<file path="src/rtl/usbf_crc_engine.sv">
// Sequential CRC engine for the USB function core: accumulates an LSB-first CRC over
// multi-beat packets, producing the TX CRC field and the RX residue check.
module usbf_crc_engine #(
    parameter int unsigned      CRC_W   = 5,
    parameter logic [CRC_W-1:0] POLY    = 5'b00101,
    parameter logic [CRC_W-1:0] INIT    = '1,
    parameter logic [CRC_W-1:0] RESIDUE = 5'b01100,
    parameter int unsigned      DATA_W  = 8,
    parameter int unsigned      NB_W    = 4
) (
    input  logic              clk,
    input  logic              rst,
    input  logic              sop,
    input  logic              din_valid,
    input  logic [DATA_W-1:0] din,
    input  logic              din_last,
    input  logic [NB_W-1:0]   din_nbits,
    output logic [CRC_W-1:0]  crc_out,
    output logic              crc_valid,
    output logic              crc_ok,
    output logic              busy,
    output logic [15:0]       bit_cnt,
    output logic              err_proto
);

    typedef enum logic {StIdle, StRun} state_e;

    state_e            state_q, state_d;
    logic [CRC_W-1:0]  c_q, c_d;
    logic [CRC_W-1:0]  c_start, c_beat;
    logic [CRC_W-1:0]  crc_out_q, crc_out_d;
    logic              crc_ok_q, crc_ok_d;
    logic              crc_valid_q, crc_valid_d;
    logic              err_q, err_d;
    logic [15:0]       cnt_q, cnt_d;
    logic [15:0]       beat_bits;
    logic [15:0]       cnt_base;
    logic [16:0]       cnt_sum;
    logic              accept;
    logic              fb;

    // Transmitted field: complemented and bit-reversed so that crc_out[0] leads on the wire.
    function automatic logic [CRC_W-1:0] to_field(input logic [CRC_W-1:0] c);
        logic [CRC_W-1:0] r;
        r = '0;
        for (int i = 0; i < int'(CRC_W); i++) begin
            r[i] = ~c[int'(CRC_W) - 1 - i];
        end
        return r;
    endfunction

    always_comb begin
        beat_bits = 16'(DATA_W);
        if (din_last) begin
            if (din_nbits == '0) begin
                beat_bits = 16'(DATA_W);
            end else if (16'(din_nbits) > 16'(DATA_W)) begin
                beat_bits = 16'(DATA_W);
            end else begin
                beat_bits = 16'(din_nbits);
            end
        end
    end

    assign c_start = sop ? INIT : c_q;

    // Whole beat folded in one cycle; bits beyond beat_bits leave the register untouched.
    always_comb begin
        c_beat = c_start;
        fb     = 1'b0;
        for (int unsigned i = 0; i < DATA_W; i++) begin
            if (16'(i) < beat_bits) begin
                fb     = din[i] ^ c_beat[CRC_W-1];
                c_beat = {c_beat[CRC_W-2:0], 1'b0} ^ (fb ? POLY : '0);
            end
        end
    end

    assign cnt_base = sop ? 16'h0000 : cnt_q;
    assign cnt_sum  = {1'b0, cnt_base} + {1'b0, beat_bits};

    always_comb begin
        state_d     = state_q;
        c_d         = c_q;
        cnt_d       = cnt_q;
        crc_out_d   = crc_out_q;
        crc_ok_d    = crc_ok_q;
        crc_valid_d = 1'b0;
        err_d       = 1'b0;
        accept      = 1'b0;

        if (din_valid) begin
            unique case (state_q)
                StIdle: begin
                    if (sop) begin
                        accept = 1'b1;
                    end else begin
                        err_d = 1'b1;
                    end
                end
                StRun: begin
                    accept = 1'b1;
                    // A sop here aborts the open packet; the beat restarts from INIT.
                    if (sop) begin
                        err_d = 1'b1;
                    end
                end
                default: ;
            endcase
        end

        if (accept) begin
            c_d   = c_beat;
            cnt_d = cnt_sum[16] ? 16'hFFFF : cnt_sum[15:0];
            if (din_last) begin
                state_d     = StIdle;
                crc_valid_d = 1'b1;
                crc_out_d   = to_field(c_beat);
                crc_ok_d    = (c_beat == RESIDUE);
            end else begin
                state_d = StRun;
            end
        end
    end

    always_ff @(posedge clk or negedge rst) begin
        if (!rst) begin
            state_q     <= StIdle;
            c_q         <= INIT;
            cnt_q       <= 16'h0000;
            crc_out_q   <= to_field(INIT);
            crc_ok_q    <= 1'b0;
            crc_valid_q <= 1'b0;
            err_q       <= 1'b0;
        end else begin
            state_q     <= state_d;
            c_q         <= c_d;
            cnt_q       <= cnt_d;
            crc_out_q   <= crc_out_d;
            crc_ok_q    <= crc_ok_d;
            crc_valid_q <= crc_valid_d;
            err_q       <= err_d;
        end
    end

    assign crc_out   = crc_out_q;
    assign crc_ok    = crc_ok_q;
    assign crc_valid = crc_valid_q;
    assign err_proto = err_q;
    assign bit_cnt   = cnt_q;
    assign busy      = (state_q == StRun);

endmodule
</file>
<file path="config.mk">
export PLATFORM = sky130hd
export DESIGN_NAME = usbf_crc_engine
export DESIGN_NICKNAME = d
export VERILOG_FILES = /design/src/rtl/usbf_crc_engine.sv
export SDC_FILE = /design/constraint.sdc
export NUM_CORES = 1
export LEC_CHECK = 0
export CORE_MARGIN = 5
export CORE_UTILIZATION = 40
export CTS_CLUSTER_DIAMETER = 150
export DETAILED_ROUTE_END_ITERATION = 12
export PLACE_DENSITY = 0.69
export SKIP_CTS_REPAIR_TIMING = 1
export SYNTH_ARGS = -nofsm -noshare
export SYNTH_HDL_FRONTEND = slang
export SYNTH_SLANG_ARGS = --single-unit
</file>
<file path="constraint.sdc">
create_clock -name clk -period 5.49 [get_ports clk]
set_clock_uncertainty 0.2 [all_clocks]
set_input_delay 0.8235 -clock clk [delete_from_list [all_inputs] [get_ports clk]]
set_output_delay 0.8235 -clock clk [all_outputs]
set_load 0.05 [all_outputs]
</file>
==> results of run 1 <==
-- power by group --
| part | internal (W) | switching, W |
|---|---|---|
| logic | 0.000284 | 0.000453 |
| clock network | 0.000133 | 0.0000853 |
| registers | 0.000297 | 0.0000596 |
-- flip-flops by register name, summed over array words and instances (netlist names) --
register   count
busy           1
err_proto      1
crc_valid      1
bit_cnt       16
crc_ok         1
c_q            5
crc_out        5
-- cell usage in the layout, fill, tap and decap left out, types with 4 or more instances in the layout --
master           count
mux2_2               7
clkdlybuf4s50_1     41
o31ai_1              4
nor3_1               6
buf_4                7
o21ai_0             21
o22a_1               9
or3_1                4
nor2_1              28
xnor2_1             14
inv_1               11
clkbuf_8             5
dfstp_2              5
and3_1               5
ha_1                 5
a21oi_1             24
nor2b_1             14
xor2_1               9
nand2_1             21
a31oi_1              7
dfrtp_1             25
-- routing by layer --
metal  vias up  share of wire (%)
met1      1099                 47
met5         -                  0
met3         8                5.0
met4         0                1.4
met2        81                 47
li1       1141                  -
-- per-stage QoR --
step                      cell area, um2  total power (W)  util, %  hold slack (ns)  setup slack, ns
after detailed placement            2910          0.00109     49.5            0.284            0.461
final                               3020          0.00131     51.3            0.288            0.710
after global placement              2910          0.00109     49.5            0.279            0.613
after global routing                3020          0.00140     51.3            0.311            0.485
after floorplan                     2400         0.000870        -            0.268             1.10
after CTS                           3020          0.00132     51.3            0.293            0.756
-- cell type report --
class	count	area share, %
flip-flops and latches	30	25.1
inverters	13	1.62
clock inverters	3	1.33
repair buffers	48	15.3
well taps	75	3.11
clock buffers	5	2.28
multi-input cells	235	51.3
-- tightest hold or removal path, cell delays in order, from the launching register on --
cell	delay [ns]
dfstp_2	0.37
nand2_1	0.04
o21ai_0	0.07
-- worst min-delay path by stage --
stage | cells past startpoint | to | startpoint | slack (ns)
floorplan | 2 | c_q[1] | c_q[1] | 0.27
global placement | 2 | c_q[1] | c_q[1] | 0.28
detailed placement | 2 | c_q[1] | c_q[1] | 0.28
CTS | 2 | c_q[1] | c_q[1] | 0.29
global route | 2 | c_q[1] | c_q[1] | 0.31
finish | 2 | c_q[1] | c_q[1] | 0.29
-- kinds of logic (layout without fill, tap and decap cells) --
logic type / count (synthesis) / after routing / synth area share [%]
DFF: 30 / 30 / 31.5
and+or+nand+nor: 99 / 99 / 20.8
buffers and inverters: 25 / 69 / 4.11
xor gates and xnor gates: 25 / 25 / 9.73
AOI/OAI and AO/OA: 96 / 96 / 26.3
adders and majority gates: 6 / 6 / 3.43
muxes: 9 / 9 / 4.11
==> flow_metrics.tcl, run 1 <==
set metrics [dict create \
    status "finished clean" \
    max_freq_ghz 0.209 \
    wl_per_cell_um 15.5 \
    postSynthCellCount 290 \
    hpwl_um 4730 \
    path_max_fanout 12 \
    worstPathArrival_ns 4.80 \
    cts_sinks 30 \
    grtUsageMet3_pct 2.82 \
    busiest_layer "met2" \
    async_flop_share_pct 100 \
    die_h_um 87.5 \
    placed_cells 401 \
    synthTopCellsByCount "nor2_1, dfrtp_1, a21oi_1, nand2_1, o21ai_0" \
    r2r-end "bit_cnt[10]" \
    hold_viol_final 0 \
    start_util_pct 40.9 \
    syn2layout_area_growth_pct 25.6 \
    crit_path_top_delay_cell "clkdlybuf4s50_1" \
    grt_pass1_wl_um 10500 \
    power.ir.vdd_worst_uv 435 \
    worstSetupStartpoint "din_last" \
    critical_path_class "input pin to register" \
    grt_overflow_total 0 \
    grt_max_degree 31 \
    worst_pin_slew_ns 0.692 \
    fin_cells 409 \
    io_pins 42 \
    wl_um 6320 \
    ys_warn_count 0 \
    die_area_um2 7660 \
    cts_root_buf "clkbuf_8" \
    nFillCells 581 \
    yosysTopAreaCellShare_pct 26.0 \
    crit_end "bit_cnt[10]" \
    slew_headroom_pct 53.9 \
    startpoint_type "input pin" \
    slew_viol_final 0 \
    port_buffers 41 \
    slowest_delay_ns 0.58 \
    leakage_nw 1.22 \
    layout-drive-gt1-share_pct 10.8 \
    ys_ff_latch 30 \
    reg2regPathDepth 15 \
    path_cells "clkdlybuf4s50_1 > or2b_1 > a21oi_2 > clkinv_1 > ha_1 > o21ai_0 > nand2b_1 > nand3_1 > or3_1 > or3_1 > o21ai_1 > buf_4 > a31oi_1 > nor2_1 > o22a_1" \
    hold_class "register to register" \
    grtUsageMet2_pct 27.2 \
    yosysMostFrequentCell "nor2_1" \
    fin_setup_tns_ns 0 \
    seqCellArea_um2 757 \
    max_cap_viol_count 0 \
    drc 0 \
    gp_congestion 0.902 \
    multi_input_area_um2 1550 \
    synth_edf_count 0 \
    synth_area_leaders "dfrtp_1, dfstp_2, xnor2_1" \
    vias 2329 \
    htreeDepth 2 \
    rsz0062_at_grt "no" \
    syn_area_um2 2400 \
    cp.required_ns 5.51 \
    cts_tree "built" \
    clk_latency_ns 0.28 \
    num_rows 28 \
    ant_nets 0 \
    core_um2 5890 \
    synth.distinct_cells 58 \
    crit_top_cell "or3_1" \
    r2r_setup_slack_ns 1.84 \
    clk_pin_slew_ns 0.07 \
    drtIter0Drc 152 \
    reg2reg_from "bit_cnt[0]" \
    die_x_um 87.5 \
    syn-num-nets 313 \
    drt_first_pass_iters 4 \
    crit_buf_inv 3 \
    critPathTopFamily "simple AND/OR/NAND/NOR gates" \
    worst-path-stages 15 \
    ys_seq_area_share_pct 31.5 \
    ys.flop_type "dfrtp_1" \
    synth_area_leader_cell "dfrtp_1" \
    cts.path.max_buffers 2 \
    syn_avg_cell_area_um2 8.29 \
    min_period_ns 4.78 \
    p_per_area_nw_per_um2 434 \
    post_drt_via_cell_ratio 5.69 \
    grt_pass1_vias 2240 \
    cts_buffers 5 \
    final_nets 356 \
    antenna_found_initial 0 \
    antenna_cells 0 \
    grtUsageTotal_pct 17.1 \
    crit_path_end_kind "register" \
    post-route-period-util_pct 87.1 \
    setup_viol 0 \
    grt.met1_usage_pct 23.5 \
]
No activity file was read; power rests on OpenSTA's default activity.
==> run 2: changes to the inputs <==
--- a/config.mk
+++ b/config.mk
@@ -5,11 +5,10 @@
 export SDC_FILE = /design/constraint.sdc
 export NUM_CORES = 1
 export LEC_CHECK = 0
-export CORE_MARGIN = 5
 export CORE_UTILIZATION = 40
 export CTS_CLUSTER_DIAMETER = 150
 export DETAILED_ROUTE_END_ITERATION = 12
-export PLACE_DENSITY = 0.69
+export PLACE_DENSITY_LB_ADDON = 0.25
 export SKIP_CTS_REPAIR_TIMING = 1
 export SYNTH_ARGS = -nofsm -noshare
 export SYNTH_HDL_FRONTEND = slang
==> flow_metrics.tcl, run 2 (synthesis results as in run 1) <==
set metrics [dict create \
    status "finished clean" \
    cts_buffers 5 \
    nFillCells 535 \
    vias 2336 \
    die_area_um2 6330 \
    grtUsageTotal_pct 20.1 \
    fin_setup_tns_ns 0 \
    grt_pass1_vias 2131 \
    num_rows 27 \
    die_h_um 79.5 \
    slew_headroom_pct 51.7 \
    final_common_cell "clkdlybuf4s50_1" \
    placed_cells 397 \
    grt_pass1_wl_um 10000 \
    largest_reg_flops 16 \
    cp.required_ns 5.51 \
    worst_pin_slew_ns 0.723 \
    hold_viol_final 0 \
    final_cell_mix "clkdlybuf4s50_1, nor2_1, dfrtp_1" \
    htreeDepth 2 \
    port_buffers 41 \
    post_drt_via_cell_ratio 5.77 \
    dp_slack_ns 0.669 \
    drt_first_pass_iters 4 \
    fin_cells 405 \
    setup_viol 0 \
    path_max_fanout 17 \
    drc 0 \
    leakage_nw 1.20 \
    grt_max_degree 31 \
    hold_class "register to register" \
    max_freq_ghz 0.221 \
    slew_viol_final 0 \
    grtUsageMet2_pct 30.1 \
    power.ir.vdd_worst_uv 266 \
    hold_slack_ns 0.295 \
    seqCellArea_um2 757 \
    startpoint_type "input pin" \
    core_um2 5640 \
    min_period_ns 4.53 \
    post-route-period-util_pct 82.5 \
    antenna_cells 0 \
    antenna_found_initial 0 \
    die_x_um 79.5 \
    cts_sinks 30 \
    critical_path_class "input pin to register" \
    grt_overflow_total 0 \
    cts.path.max_buffers 2 \
    start_util_pct 42.6 \
    io_pins 42 \
    gp_congestion 0.884 \
    rsz0062_at_grt "no" \
    cts_root_buf "clkbuf_8" \
    wl_per_cell_um 15.2 \
    syn2layout_area_growth_pct 24.6 \
    wl_um 6150 \
    busiest_layer "met2" \
    grtUsageMet3_pct 3.66 \
    clk_pin_slew_ns 0.07 \
    clk_latency_ns 0.29 \
    layout-drive-gt1-share_pct 10.5 \
    place_area_um2 2900 \
    crit_path_end_kind "register" \
    worst_slack_ns 0.958 \
    fin_area_um2 3000 \
    hpwl_um 4550 \
    max_cap_viol_count 0 \
    multi_input_area_um2 1550 \
    grt.met1_usage_pct 29.0 \
    ant_nets 0 \
    final_nets 355 \
    drtIter0Drc 153 \
    cts_tree "built" \
    worstPathArrival_ns 4.56 \
    p_per_area_nw_per_um2 427 \
]
## run 2: layout make-up
| type | count | share of cell area [%] |
|---|---|---|
| clock buffer | 6 | 2.76 |
| clock inverter | 2 | 0.418 |
| inverter | 13 | 1.63 |
| multi-input combinational | 235 | 51.7 |
| sequential | 30 | 25.3 |
| tap | 72 | 3.01 |
| timing repair buffer | 47 | 15.2 |
## run 2: power by group
| part | internal, W | switching [W] | leakage, nW |
|---|---|---|---|
| clock network | 0.000101 | 0.0000885 | 0.0472 |
| logic | 0.000283 | 0.000449 | 0.793 |
| registers | 0.000296 | 0.0000604 | 0.360 |
| total | 0.000680 | 0.000598 | 1.20 |
## run 2: path summary, 6_finish.rpt
kind | startpoint | slack (ns) | cells after the start | endpoint
worst max-delay path | din_last | 0.96 | 17 | bit_cnt[10]
worst min-delay path | c_q[1] | 0.29 | 2 | c_q[1]
worst max register to register | c_q[3] | 2.03 | 10 | crc_out[2]
worst min register to register | c_q[1] | 0.29 | 2 | c_q[1]
max in group asynchronous | rst | 4.02 | 2 | c_q[4]
min in group asynchronous | rst | 0.73 | 2 | bit_cnt[14]
## run 2: per-layer routing
| metal | share of wire (%) | wire (um) |
|---|---|---|
| met1 | 48 | 2950 |
| met2 | 45 | 2780 |
| met3 | 5.0 | 306 |
| met4 | 1.9 | 117 |
| met5 | 0 | 0 |
## run 2: critical path: stages
cell and delay [ns]:
clkdlybuf4s50_1 0.56, nor2b_1 0.39, and2_1 0.19, ha_1 0.17, inv_1 0.05, fa_1 0.40
nor2b_1 0.13, o21ai_0 0.08, nand2b_1 0.13, nand3_1 0.16, or3_1 0.39, or3_1 0.39
o21ai_1 0.15, buf_4 0.22, a31oi_1 0.06, nor2_1 0.11, o22a_1 0.15
## run 2: stage by stage
step | util (%) | power (W)
3_3_place_gp | 51.4 | 0.00109
2_1_floorplan | - | 0.000870
4_1_cts | 53.1 | 0.00128
3_5_place_dp | 51.4 | 0.00109
5_1_grt | 53.1 | 0.00136
6_report | 53.1 | 0.00128
==> run 3: changes to the inputs <==
==> constraint.sdc (replaced) <==
create_clock -name clk -period 4 [get_ports clk]
set_clock_uncertainty 0.2 [all_clocks]
set_input_delay 0.6 -clock clk [delete_from_list [all_inputs] [get_ports clk]]
set_output_delay 0.6 -clock clk [all_outputs]
set_load 0.05 [all_outputs]
==> flow_metrics.tcl, run 3 (synthesis results as in run 1) <==
set metrics [dict create \
    critPathTopFamily "simple AND/OR/NAND/NOR gates" \
    num_rows 27 \
    worstSetupStartpoint "din_last" \
    antenna_found_initial 0 \
    slew_headroom_pct 51.3 \
    die_area_um2 6330 \
    cts_root_buf "clkbuf_8" \
    crit_path_top_delay_cell "clkdlybuf4s50_1" \
    r2r-end "bit_cnt[10]" \
    gp_congestion 0.872 \
    leakage_nw 1.35 \
    worst-path-stages 17 \
    r2r_setup_slack_ns 0.77 \
    core_um2 5640 \
    place_area_um2 3130 \
    clk_pin_slew_ns 0.07 \
    grt_pass1_vias 2305 \
    reg2reg_from "bit_cnt[0]" \
    wl_met3_um 389 \
    worst_pin_slew_ns 0.730 \
    port_buffers 41 \
    nFillCells 515 \
    drt_first_pass_iters 5 \
    ant_nets 0 \
    cp.required_ns 4.02 \
    max_freq_ghz 0.263 \
    dp_slack_ns -0.109 \
    grtUsageTotal_pct 22.1 \
    path_cells "clkdlybuf4s50_1 > nor2b_2 > and2_1 > ha_1 > inv_1 > fa_1 > nor2b_1 > o21ai_0 > nand2b_1 > nand3_2 > or3_4 > or3_4 > o21ai_4 > buf_12 > a31oi_1 > nor2_1 > o22a_1" \
    critical_path_class "input pin to register" \
    layout-drive-gt1-share_pct 19.2 \
    crit_top_cell "or3_4" \
    final_nets 381 \
    drtIter0Drc 173 \
    reg2regPathDepth 15 \
    vias 2405 \
    min_period_ns 3.81 \
    hold_slack_ns 0.292 \
    max_cap_viol_count 0 \
    fin_cells 431 \
    startpoint_type "input pin" \
    path_max_fanout 14 \
    cts_sinks 30 \
    crit_buf_inv 3 \
    die_h_um 79.5 \
    largest_reg_flops 16 \
    io_pins 42 \
    final_common_cell "clkdlybuf4s50_1" \
    wl_um 6470 \
    cts.path.max_buffers 2 \
    grt_max_degree 34 \
    slowest_delay_ns 0.51 \
    dr.max_layer_used "met4" \
    hpwl_um 4830 \
    status "finished clean" \
    setup_viol 0 \
    htreeDepth 2 \
    syn2layout_area_growth_pct 36.5 \
    grt_overflow_total 0 \
    worstPathArrival_ns 3.83 \
    crit_path_end_kind "register" \
    power.ir.vdd_worst_uv 354 \
    grt_pass1_wl_um 11000 \
    fin_area_um2 3280 \
    final_cell_mix "clkdlybuf4s50_1, buf_4, nor2_1" \
    hold_viol_final 0 \
    met2_length_um 2890 \
    placed_cells 423 \
    slew_viol_final 0 \
    cts_tree "built" \
    fin_setup_tns_ns 0 \
    cts_buffers 5 \
    crit_end "bit_cnt[10]" \
    die_x_um 79.5 \
    antenna_cells 0 \
    worst_slack_ns 0.195 \
    hold_class "register to register" \
    clk_latency_ns 0.28 \
    post_drt_via_cell_ratio 5.58 \
    start_util_pct 42.6 \
    post-route-period-util_pct 95.1 \
    hold_depth 2 \
    met1_length_um 3060 \
    wl_per_cell_um 15.0 \
    drc 0 \
    p_per_area_nw_per_um2 574 \
]
-- run 3: cell count changes in the layout (fill, tap and decap cells not counted), moves of 2 or more --
cell / before / now
or3_4: 0 / 2
buf_4: 6 / 30
or3_1: 4 / 2
buf_12: 0 / 2
-- run 3: cell type report --
cell class	count	area (um2)	share of cell area, %
tap	72	90.1	2.74
clock inverter	3	45.0	1.37
inverter	13	48.8	1.49
multi-input combinational	235	1600	48.6
clock buffer	5	68.8	2.10
sequential	30	757	23.1
timing repair buffer	73	676	20.6
-- run 3: where the power goes --
part           total [W]  internal (W)  switching, W
clock           0.000310      0.000185      0.000125
combinational    0.00109      0.000453      0.000632
sequential      0.000488      0.000407     0.0000816
total            0.00188       0.00105      0.000838
-- run 3: worst min path at each step --
stage,from,end,slack [ns]
after floorplan,rst,bit_cnt[0],0.10
after global placement,c_q[1],c_q[1],0.28
after detailed placement,c_q[1],c_q[1],0.29
after CTS,c_q[1],c_q[1],0.30
after global routing,c_q[1],c_q[1],0.32
final,c_q[1],c_q[1],0.29
-- run 3: through the flow --
step	utilization, %	total power (W)
finish	58.2	0.00188
global route	58.2	0.00200
floorplan	-	0.00120
detailed placement	55.5	0.00156
global placement	55.5	0.00154
CTS	57.5	0.00187
-- run 3: routing by layer --
layer  GRT usage (%)  up-vias
met5               0        -
met4            8.36        0
met3            3.89       10
met2            33.1       83
met1            31.3     1119
li1                -     1193
-- run 3: worst reg2reg max path, delay by kind of cell, from the launching register on --
family                   cells  cell delay, ns
AND/OR/NAND/NOR              7            1.40
adder cells (fa/ha/maj)      2            0.55
AO/OA/AOI/OAI                4            0.46
flip-flops                   1            0.37
buffers and inverters        2            0.20
